**src/rtl/inst_fetch.sv**
```systemverilog
// Instruction fetch stage: owns the PC, reads a one-cycle-latency program ROM
// and hands words to the core over a valid/ready handshake, with jump and halt.
module inst_fetch #(
    parameter int             N         = 16,
    parameter int             AW        = 8,
    parameter logic [AW-1:0]  RESET_PC  = '0,
    parameter logic [N-1:0]   HALT_INST = 16'hFFFF
) (
    input  logic          clk,
    input  logic          rst,
    output logic [AW-1:0] mem_addr,
    input  logic [N-1:0]  mem_data,
    output logic [N-1:0]  inst,
    output logic          inst_valid,
    input  logic          inst_ready,
    output logic [AW-1:0] pc,
    input  logic          jmp,
    input  logic [AW-1:0] jmp_addr,
    output logic          halted
);

    typedef enum logic [1:0] {
        S_FILL = 2'd0,
        S_RUN  = 2'd1,
        S_HALT = 2'd2
    } state_t;

    state_t        state_q, state_d;
    logic [AW-1:0] nxt_q, nxt_d;
    logic [AW-1:0] pc_q, pc_d;
    logic [N-1:0]  inst_q, inst_d;
    logic          capture;

    // nxt_q always names the address whose word is currently on mem_data,
    // so mem_addr defaults to it and the ROM keeps re-reading the same word.
    always_comb begin
        state_d  = state_q;
        nxt_d    = nxt_q;
        pc_d     = pc_q;
        inst_d   = inst_q;
        mem_addr = nxt_q;
        capture  = (state_q == S_FILL) || ((state_q == S_RUN) && inst_ready);

        if (rst) begin
            mem_addr = RESET_PC;
        end else if (jmp) begin
            mem_addr = jmp_addr;
            nxt_d    = jmp_addr;
            state_d  = S_FILL;
        end else if (capture) begin
            if (mem_data == HALT_INST) begin
                state_d = S_HALT;
            end else begin
                inst_d   = mem_data;
                pc_d     = nxt_q;
                nxt_d    = nxt_q + 1'b1;
                mem_addr = nxt_q + 1'b1;
                state_d  = S_RUN;
            end
        end
    end

    always_ff @(posedge clk) begin
        if (rst) begin
            state_q <= S_FILL;
            nxt_q   <= RESET_PC;
            pc_q    <= RESET_PC;
            inst_q  <= '0;
        end else begin
            state_q <= state_d;
            nxt_q   <= nxt_d;
            pc_q    <= pc_d;
            inst_q  <= inst_d;
        end
    end

    // Valid and halted are pure decodes of the registered state.
    assign inst       = inst_q;
    assign pc         = pc_q;
    assign inst_valid = (state_q == S_RUN);
    assign halted     = (state_q == S_HALT);

endmodule

```
**config.mk**
```make
export PLATFORM = sky130hd
export DESIGN_NAME = inst_fetch
export DESIGN_NICKNAME = d
export VERILOG_FILES = /design/src/rtl/inst_fetch.sv
export SDC_FILE = /design/constraint.sdc
export NUM_CORES = 1
export LEC_CHECK = 0
export ABC_AREA = 0
export BUFFER_PORTS_ARGS = -buffer_cell sky130_fd_sc_hd__buf_2
export CAP_MARGIN = 30
export CORE_UTILIZATION = 42
export CTS_CLUSTER_DIAMETER = 50
export DETAILED_ROUTE_END_ITERATION = 6
export PLACE_DENSITY = 0.7
export SLEW_MARGIN = 20
export SYNTH_ARGS = -nofsm -noshare
export SYNTH_HDL_FRONTEND = slang
export SYNTH_SLANG_ARGS = --single-unit
export TNS_END_PERCENT = 50
```
**constraint.sdc**
```tcl
create_clock -name clk -period 3.3 [get_ports clk]
set_input_delay 0.165 -clock clk [delete_from_list [all_inputs] [get_ports clk]]
set_output_delay 0.165 -clock clk [all_outputs]
set_load 0.1 [all_outputs]
```
# Yosys cells after proc, flatten, opt, wreduce, memory -nomap -nowiden
# Cells that the tools add are included.
# W data, S select, Z words.
word_totals:
  register_bits: 34
  wordCells: 20
  input_bits: 28
  output_inout_bits: 34
classes:
  n_bitwise: 2
  n_mux: 5
  reduce_logical: 5
  n_eq_ne: 3
  addsub: 1
ops:
  columns: ["cell", "count"]
  rows:
  - ["$mux W8", 4]
  - ["$eq A16 B16 Y1 const B", 1]
  - ["$add A8 B1 Y8 const B", 1]
  - ["$reduce_and A3 Y1", 1]
  - ["$eq A2 B1 Y1 const B", 1]
  - ["$eq A2 B2 Y1 const B", 1]
  - ["$logic_not A2 Y1", 1]
  - ["$mux W2", 1]
  - ["$not A1 Y1", 2]
  - ["$reduce_or A2 Y1", 1]
  - ["$logic_and A1 B1 Y1", 1]
  - ["$logic_or A1 B1 Y1", 1]

# Depth between registers and ports, before layout
# Gate-level depths: netlist (run 1).
depth:
  word_depth: 6
  ltp_mapped: 5
  ltp_nobuf: 4

# Worst setup path after synthesis (run 1)
# No wires, ideal clock.
synth_path:
  path_type: "register -> register"
  from: "register state_q[1]"
  to: "register nxt_q[6]"
  t_required_ns: 2.915
  arrival_ns: 3.666
  synth_period_minus_slack_ns: 4.052
  setup_time_ns: 0.385
  path_stages_with_launch: 5
  path_slack_ns: -0.752
  path_buffers: 0
  path_cell_list: "dfxtp_1 > and2b_1 > nand4_1 > or4_1 > a311oi_1"
synth_via:
  elab_chain_len: 6
  word_cells_on_any_way: 7
  cone_classes: "eq/ne (1); mux (3); reduce/logical (3)"
synth_lines:
  columns: ["element", "line", "source"]
  rows:
  - ["from (decl)", "28", "state_t state_q, state_d;"]
  - ["from (signal assigned)", "70", "state_q <= state_d;"]
  - ["$eq A2 B1 Y1", "42", "capture = (state_q == S_FILL) || ((state_q == S_RUN) && inst_ready);"]
  - ["$logic_and A1 B1 Y1", "42", null]
  - ["$logic_or A1 B1 Y1 *", "42", null]
  - ["$mux W8 * (3 in a row)", null, null]
  - ["named net mem_addr[6]", "11", "output logic [AW-1:0] mem_addr,"]
  - ["to (signal assigned)", "71", "nxt_q <= nxt_d;"]
  - ["to (decl)", "29", "logic [AW-1:0] nxt_q, nxt_d;"]
# Mark *: on every way through the listed nets, which the timed path passes. The rest lies on a longest branch.
# A chain may end at the register's enable or synchronous reset.

# Worst setup path in the final report (run 1)
layout_path:
  from: "register nxt_q[0]"
  to: "output mem_addr[6]"
layout_via:
  elab_chain_len: 5
layout_lines:
  columns: ["element", "line", "source"]
  rows:
  - ["$add A8 B1 Y8", "57", "mem_addr = nxt_q + 1'b1;"]
  - ["$mux W8", null, null]
  - ["$mux W8", "50", "end else if (capture) begin"]
  - ["$mux W8", "46", "end else if (jmp) begin"]
  - ["$mux W8", "44", "if (rst) begin"]
  - ["to (decl)", "11", null]
# No other way between the ends.

==> metrics.cfg, run 1 <==
[power_and_ir_drop]
power.leakage_nw=0.964
power_density_mw_per_mm2=533
ir_drop_v=0.000242
power_mw=1.14

[timing]
skew_ns=0.00566
min_period_ns=2.55
final_max_slew_viol_count=0
rsz0062_at_grt=false
finalCritPeriodShare_pct=77.4
slew_headroom_pct=43.8
finalHoldViolCount=0
setup_viol=0
tightestPinTransition_ns=0.836
fmaxAchievable_mhz=392

[place]
gp_congestion=0.752
portBuffers=61
dp_hpwl_mm=2.54
placedCellCount=276

[grt]
grt_max_degree=59
grt_overflow=0
antenna_found_initial=0
grt_pass1_wl_mm=5.87
grt_util_all_layers_pct=18.3
grt_pass1_vias=1246

[synth]
netlist_area_mm2=0.00168
synth_largest_area_cell=dfxtp_1
synth-seq-cells=34
yosysTopAreaCellShare_pct=40.5
synth.avg_cell_area_um2=9.49
synth_seq_area_share_pct=40.5
synthesis.nets=206
synthCells=177
ys_types=28
synth-warning-count=0
netlist_top_cells_area=dfxtp_1, nand2b_1, mux2i_1

[flow_run]
drv_cap=0

[critical_path]
critPathCaptureType=primary output
required_ns=3.13
cp_max_fo=6
path_class=flop to primary output
cp.arrival_ns=2.39
setup.worst_path.start_class=flop

[clock_network]
clk-insertion-delay-late_ns=0.28
cts_resized=0
clockBufferDepth=2
cts.sinks=34
cts_tree=yes
cts_setup_buffers=0
cts_made_buffers=5
root_buffer=clkbuf_8
hold_buffers=0
htree_levels=2
clkSlewWorstSetupHoldPaths_ns=0.07

[route]
drc=0
first_iter_violations=86
wire_per_inst_um=12.7
first_pass_iters=4
ant_nets=0
dr_total_vias=1420
wl_mm=3.62
viasPerCell=5.00

[die]
die-area_mm2=0.00425
start_util_pct=44.9
die_w_um=65.2
fp.dieH_um=65.2
rows=22
coreArea_mm2=0.00374
ios=62

[finish]
antenna_cells=0
drive_gt1_share_pct=32.2
layout_commonest_cell=buf_2
final_cell_mix=buf_2, nand2b_1, dfxtp_1
utilization_pct=57.1
finalNonFillerCells=284
fin_nets=264
area_growth_pct=27.3

[run_status]
status=completed

[hold_path]
hold_path.class=primary input to flop

==> metrics by stage <==
| step | hold WS [ns] | instance area (µm²) | setup TNS [ns] | setup slack, ns |
|---|---|---|---|---|
| final | 0.156 | 2140 | 0 | 0.746 |
| after CTS | 0.148 | 2140 | 0 | 0.733 |
| after global placement | 0.443 | 2030 | 0 | 0.890 |
| after floorplan | 0.320 | 1720 | -0.667 | -0.438 |
| after detailed placement | 0.453 | 2030 | 0 | 0.860 |
| after global routing | 0.153 | 2140 | 0 | 0.618 |
==> area by class of cell <==
cell class | instances | area, µm²
clock buffers | 7 | 76.3
clock inverters | 1 | 30.0
fillers | 357 | 1610
inverters | 4 | 15.0
multi-input cells | 128 | 963
flip-flops and latches | 34 | 681
well taps | 48 | 60.1
repair buffers | 62 | 313
==> cells by family after synthesis <==
kind of cell,after synthesis,synth area share (%)
fa+ha+maj,1,0.745
buf+inv,15,4.69
simple gates,84,31.5
flops,34,40.5
compound gates,19,8.20
mux,24,14.3
==> layer usage <==
metal	GRT usage [%]	part of all wire (%)	vias up	wire (µm)
met5	0	0	-	0
met4	8.97	1.3	0	46
met3	5.38	5.7	5	205
met2	26.4	42	42	1540
met1	24.5	51	639	1830
li1	-	-	734	-
==> where the power goes <==
| group | total [mW] | switching, mW | internal [mW] |
|---|---|---|---|
| registers | 0.454 | 0.0178 | 0.436 |
| clock network | 0.371 | 0.145 | 0.226 |
| logic | 0.316 | 0.246 | 0.0702 |
| total | 1.14 | 0.409 | 0.732 |
==> sequential cells by signal, indices dropped and copies added, names as in the netlist <==
name     flops
pc           8
nxt_q        8
state_q      2
inst        16
==> final timing paths <==
| kind | start | endpoint | slack (ns) | cells after the start |
|---|---|---|---|---|
| max | nxt_q[0]$_DFF_P_ | mem_addr[6] | 0.75 | 5 |
| min | mem_data[3] | inst[3]$_SDFFE_PP0P_ | 0.16 | 3 |
| max reg2reg | nxt_q[0]$_DFF_P_ | nxt_q[6]$_DFF_P_ | 1.58 | 4 |
| min reg2reg | inst[6]$_SDFFE_PP0P_ | inst[6]$_SDFFE_PP0P_ | 0.47 | 2 |
==> worst max-delay path: stages (launching register included) <==
cell and delay [ns]:
dfxtp_1 0.44, ha_1 0.20, nand4_1 0.17, or4_1 0.52, a311oi_2 0.29, buf_2 0.48
==> Yosys cell counts (all sizes together) <==
cell     n
o21ai    4
buf      3
clkbuf   8
or2b     3
ha       1
dfxtp   34
nand4    5
o31ai    3
or4      4
and4     1
or3      3
a221oi   1
a31oi    1
nor2b    1
nor3     2
a311oi   6
o31a     2
a21oi    2
nand3    1
nor2     7
nor4     3
and2b    3
nand2    4
inv      4
mux2i   24
nand2b  47
Power figures use the tool's default switching activity.
==> inputs of run 2 (changes only) <==
==> constraint.sdc (replaced) <==
create_clock -name clk -period 2.5 [get_ports clk]
set_input_delay 0.125 -clock clk [delete_from_list [all_inputs] [get_ports clk]]
set_output_delay 0.125 -clock clk [all_outputs]
set_load 0.1 [all_outputs]
==> metrics.cfg, run 2 (synthesis gave the netlist of run 1 again) <==
[grt]
grt_pass1_wl_mm=5.73  ; -2.5%
grt_pass1_vias=1269  ; +1.8%
grt_max_degree=59  ; unchanged
antenna_found_initial=0  ; unchanged
grt_util_all_layers_pct=17.6  ; -0.69 points
grt_overflow=0  ; unchanged

[critical_path]
r2r-end=nxt_q[6]$_DFF_P_
cp.arrival_ns=2.16  ; -0.23 ns
reg2reg_slack_ns=0.73  ; -0.85 ns
required_ns=2.38  ; -0.75 ns
critPathBufInv=1  ; unchanged
path_class=flop to primary output
setup.worst_path.start_class=flop
ff2ff_path_depth=4  ; unchanged
cpPeakStageDelay_ns=0.54  ; +0.02 ns
reg2reg_from=nxt_q[0]$_DFF_P_
critPathCaptureType=primary output
crit_path_cell_trace=and4_1 > nand3_1 > or4_1 > a311oi_4 > buf_12
cp_max_fo=6  ; unchanged
cp_slowest_cell=or4_1
crit_family=simple AND/OR/NAND/NOR gates

[clock_network]
hold_buffers=0  ; unchanged
cts_resized=0  ; unchanged
htree_levels=2  ; unchanged
cts.sinks=34  ; unchanged
cts_tree=yes
clk-insertion-delay-late_ns=0.29  ; about the same
clockBufferDepth=2  ; unchanged
clkSlewWorstSetupHoldPaths_ns=0.07  ; about the same
root_buffer=clkbuf_8
cts_made_buffers=5  ; unchanged
cts_setup_buffers=0  ; unchanged

[die]
coreArea_mm2=0.00374  ; unchanged
die-area_mm2=0.00425  ; unchanged
start_util_pct=44.9  ; unchanged
ios=62  ; unchanged
die_w_um=65.2  ; unchanged
fp.dieH_um=65.2  ; unchanged
rows=22  ; unchanged

[timing]
fmaxAchievable_mhz=437
setup_viol=0  ; unchanged
setup_tns_ns=0  ; unchanged
final_max_slew_viol_count=0  ; unchanged
skew_ns=0.00977  ; +0.00410 ns
tightestPinTransition_ns=0.877  ; +0.0413 ns
slew_headroom_pct=41.5  ; -2.3 points
min_period_ns=2.29
rsz0062_at_grt=false
finalHoldViolCount=0  ; unchanged
finalCritPeriodShare_pct=91.5

[route]
dr_total_vias=1405  ; -1.1%
ant_nets=0  ; unchanged
drc=0  ; unchanged
viasPerCell=4.93  ; -1.4%
first_iter_violations=61  ; -29%
wl_mm=3.44  ; -4.9%
first_pass_iters=4  ; unchanged
wire_per_inst_um=12.1  ; -5.2%

[finish]
final_cell_mix=buf_2, nand2b_1, dfxtp_1
largest_register_ffs=16  ; unchanged
area_growth_pct=35.8
fin_nets=265  ; +0.38%
antenna_cells=0  ; unchanged
drive_gt1_share_pct=33.8  ; +1.6 points
layout_commonest_cell=buf_2

[flow_run]
drv_cap=0  ; unchanged

[power_and_ir_drop]
power_density_mw_per_mm2=646  ; +21%
power_mw=1.47  ; +29%
power.leakage_nw=0.999  ; +3.7%
ir_drop_v=0.000490  ; +100%

[hold_path]
min_from=mem_data[8]
hold_path_depth=3  ; unchanged
hold_path.class=primary input to flop
min_to=inst[8]$_SDFFE_PP0P_

[run_status]
status=completed

[place]
dp_hpwl_mm=2.48  ; -2.6%
gp_congestion=0.766  ; +1.9%
portBuffers=61  ; unchanged

==> run 2: changes by cell type in the layout (fill, tap and decap cells not counted), sizes merged <==
cell,previous run,this run
clkbuf,7,6
buf,62,63
clkinv,0,1
bufinv,1,0
clkinvlp,0,1
==> run 2: per-layer routing <==
layer	global-route usage, %	up-vias	wire [µm]
met5	0	-	0
li1	-	734	-
met1	23.6	615	1760
met3	4.17	9	198
met2	26.3	47	1410
met4	8.42	0	78
==> run 2: where the power goes <==
group	internal (mW)	total [mW]	switching [mW]	leakage, nW
Combinational	0.122	0.454	0.333	0.672
Clock	0.221	0.421	0.200	0.0472
Sequential	0.575	0.597	0.0220	0.280
==> run 2: area by class of cell <==
class / instances / area, µm²
Clock buffer: 6 / 82.6
Clock inverter: 2 / 12.5
Fill cell: 334 / 1460
Inverter: 4 / 15.0
Multi-Input combinational cell: 128 / 1000
Sequential cell: 34 / 681
Tap cell: 48 / 60.1
Timing Repair Buffer: 63 / 425
==> run 2: worst max-delay path by stage <==
stage | start | end | slack [ns] | depth (start not counted)
3_5_place_dp | nxt_q[1]$_DFF_P_ | mem_addr[6] | 0.52 | 5
5_1_grt | nxt_q[0]$_DFF_P_ | mem_addr[6] | 0.06 | 5
2_1_floorplan | state_q[1]$_SDFFE_PP0N_ | nxt_q[4]$_DFF_P_ | -0.18 | 4
4_1_cts | nxt_q[1]$_DFF_P_ | mem_addr[6] | 0.20 | 5
3_3_place_gp | nxt_q[0]$_DFF_P_ | mem_addr[6] | 0.54 | 5
6_report | nxt_q[0]$_DFF_P_ | mem_addr[7] | 0.21 | 5
==> run 2: through the flow <==
stage | instances | setup slack (ns) | util [%] | hold slack (ns) | instance area (µm²)
after floorplan | 177 | -0.178 | - | 0.280 | 1760
after global placement | 277 | 0.540 | 58.4 | 0.400 | 2180
after detailed placement | 277 | 0.521 | 58.4 | 0.404 | 2180
after CTS | 285 | 0.197 | 60.9 | 0.0922 | 2280
after global routing | 285 | 0.0642 | 60.9 | 0.107 | 2280
final | 285 | 0.213 | 60.9 | 0.0984 | 2280
==> run 2: worst reg2reg max path: stages, from the launching register on <==
cell,delay (ns)
dfxtp_1,0.41
ha_1,0.19
nand4_1,0.15
or4_1,0.56
a311oi_4,0.34
==> inputs of run 3 (changes only) <==
--- a/config.mk
+++ b/config.mk
@@ -8,10 +8,10 @@
 export ABC_AREA = 0
 export BUFFER_PORTS_ARGS = -buffer_cell sky130_fd_sc_hd__buf_2
 export CAP_MARGIN = 30
-export CORE_UTILIZATION = 42
+export CORE_UTILIZATION = 30
 export CTS_CLUSTER_DIAMETER = 50
 export DETAILED_ROUTE_END_ITERATION = 6
-export PLACE_DENSITY = 0.7
+export PLACE_DENSITY = 0.53
 export SLEW_MARGIN = 20
 export SYNTH_ARGS = -nofsm -noshare
 export SYNTH_HDL_FRONTEND = slang
==> metrics.cfg, run 3 (synthesis gave the netlist of run 1 again) <==
[clock_network]
clk-insertion-delay-late_ns=0.28  ; about the same
cts_resized=0  ; unchanged
clkSlewWorstSetupHoldPaths_ns=0.07  ; about the same
cts_tree=yes
cts.sinks=34  ; unchanged
cts_setup_buffers=0  ; unchanged
cts_made_buffers=5  ; unchanged
hold_buffers=0  ; unchanged
clockBufferDepth=2  ; unchanged
htree_levels=2  ; unchanged
root_buffer=clkbuf_8

[finish]
utilization_pct=43.9  ; -17 points
drive_gt1_share_pct=33.8  ; unchanged
area_growth_pct=36.9
largest_register_ffs=16  ; unchanged
fin_nets=266  ; +0.38%
final_cell_mix=buf_2, nand2b_1, dfxtp_1
layout_commonest_cell=buf_2
regArea_um2=681  ; unchanged
fill_cells=534  ; +60%
final_cell_area_mm2=0.00230  ; +0.82%
multiInputGateArea_mm2=0.00100  ; unchanged
antenna_cells=0  ; unchanged

[run_status]
status=completed

[timing]
setup_tns_ns=0  ; unchanged
rsz0062_at_grt=false
final_max_slew_viol_count=0  ; unchanged
min_period_ns=2.31  ; +0.0238 ns
slew_headroom_pct=61.0  ; +20 points
fmaxAchievable_mhz=433  ; -1.0%
finalHoldViolCount=0  ; unchanged
finalCritPeriodShare_pct=92.4  ; +0.95 points
hold-worst-slack_ns=0.107  ; +0.00831 ns
skew_ns=0.00390  ; -0.00586 ns
tightestPinTransition_ns=0.585  ; -0.293 ns
setup_viol=0  ; unchanged

[power_and_ir_drop]
power.leakage_nw=1.00  ; +0.14%
power_mw=1.44  ; -2.4%
power_density_mw_per_mm2=625  ; -3.2%
ir_drop_v=0.000254  ; -48%

[grt]
grt_max_degree=37  ; -37%
grt_pass1_wl_mm=6.55  ; +14%
grt_pass1_vias=1396  ; +10%
grt_util_all_layers_pct=14.0  ; -3.5 points
grt_overflow=0  ; unchanged
antenna_found_initial=0  ; unchanged

[flow_run]
drv_cap=0  ; unchanged

[critical_path]
cp_slowest_cell=or4_1
cp_max_fo=6  ; unchanged
path_class=flop to primary output
crit_path_cell_trace=and4_1 > nand3_1 > or4_1 > a311oi_4 > buf_12
reg2reg_from=nxt_q[0]$_DFF_P_
reg2reg_slack_ns=0.70  ; -0.03 ns
critPathCaptureType=primary output
ff2ff_path_depth=4  ; unchanged
required_ns=2.38  ; about the same
cp.arrival_ns=2.19  ; +0.03 ns
setup.worst_path.start_class=flop
r2r-end=nxt_q[7]$_DFF_P_
cpPeakStageDelay_ns=0.54  ; about the same

[place]
portBuffers=61  ; unchanged
dp_hpwl_mm=2.90  ; +17%
gp_congestion=0.721  ; -5.8%
place_area_mm2=0.00222  ; +1.6%

[route]
drc=0  ; unchanged
first_pass_iters=4  ; unchanged
wl_mm=3.94  ; +15%
ant_nets=0  ; unchanged
dr_total_vias=1423  ; +1.3%
viasPerCell=4.64  ; -6.0%
wire_per_inst_um=12.8  ; +6.3%
first_iter_violations=41  ; -33%

[die]
fp.dieH_um=76.8  ; +18%
rows=26  ; +18%
die_w_um=76.8  ; +18%
die-area_mm2=0.00590  ; +39%
coreArea_mm2=0.00524  ; +40%
ios=62  ; unchanged
start_util_pct=32.1  ; -13 points

[hold_path]
min_to=inst[0]$_SDFFE_PP0P_
min_from=mem_data[0]
hold_path_depth=3  ; unchanged
hold_path.class=primary input to flop

[run 3: cell types whose count changed in the layout (fill, tap and decap cells not counted)]
cell	previous run	this run
buf_4	2	3
clkbuf_8	6	5
clkinv_2	1	2
clkinvlp_4	1	0
[run 3: critical path, delay by kind of cell, from the launching register on]
kind | cells | cell delay [ns]
AO/OA/AOI/OAI | 1 | 0.37
buffers and inverters | 1 | 0.22
flip-flops | 1 | 0.43
AND/OR/NAND/NOR | 3 | 0.89
[run 3: power breakdown]
group	switching, mW	internal [mW]
combinational	0.336	0.122
sequential	0.0219	0.575
clock	0.195	0.187
[run 3: final cells by class]
type	instances	area share, %
multi-input combinational	128	43.7
timing repair buffer	64	18.8
tap	70	3.81
inverter	4	0.653
clock buffer	5	2.99
sequential	34	29.6
clock inverter	2	0.435
[run 3: how the worst max path moves through the flow]
stage | from | end | slack (ns) | cells past startpoint
floorplan | state_q[1]$_SDFFE_PP0N_ | nxt_q[4]$_DFF_P_ | -0.18 | 4
CTS | nxt_q[0]$_DFF_P_ | mem_addr[7] | 0.17 | 5
global placement | nxt_q[0]$_DFF_P_ | mem_addr[6] | 0.49 | 5
global route | nxt_q[0]$_DFF_P_ | mem_addr[7] | 0.06 | 5
detailed placement | nxt_q[0]$_DFF_P_ | mem_addr[7] | 0.51 | 5
finish | nxt_q[0]$_DFF_P_ | mem_addr[7] | 0.19 | 5
[run 3: layer usage]
metal / wire length [µm] / global-route usage [%] / share of wire [%]
met3: 175 / 4.29 / 4.4
met1: 2010 / 18.0 / 51
met5: 0 / 0 / 0
met4: 48 / 5.19 / 1.2
met2: 1700 / 21.9 / 43
[run 3: per-stage QoR]
stage	cells	setup WS (ns)
2_1_floorplan	177	-0.178
3_3_place_gp	300	0.488
3_5_place_dp	300	0.505
4_1_cts	307	0.171
5_1_grt	307	0.0650
6_report	307	0.189
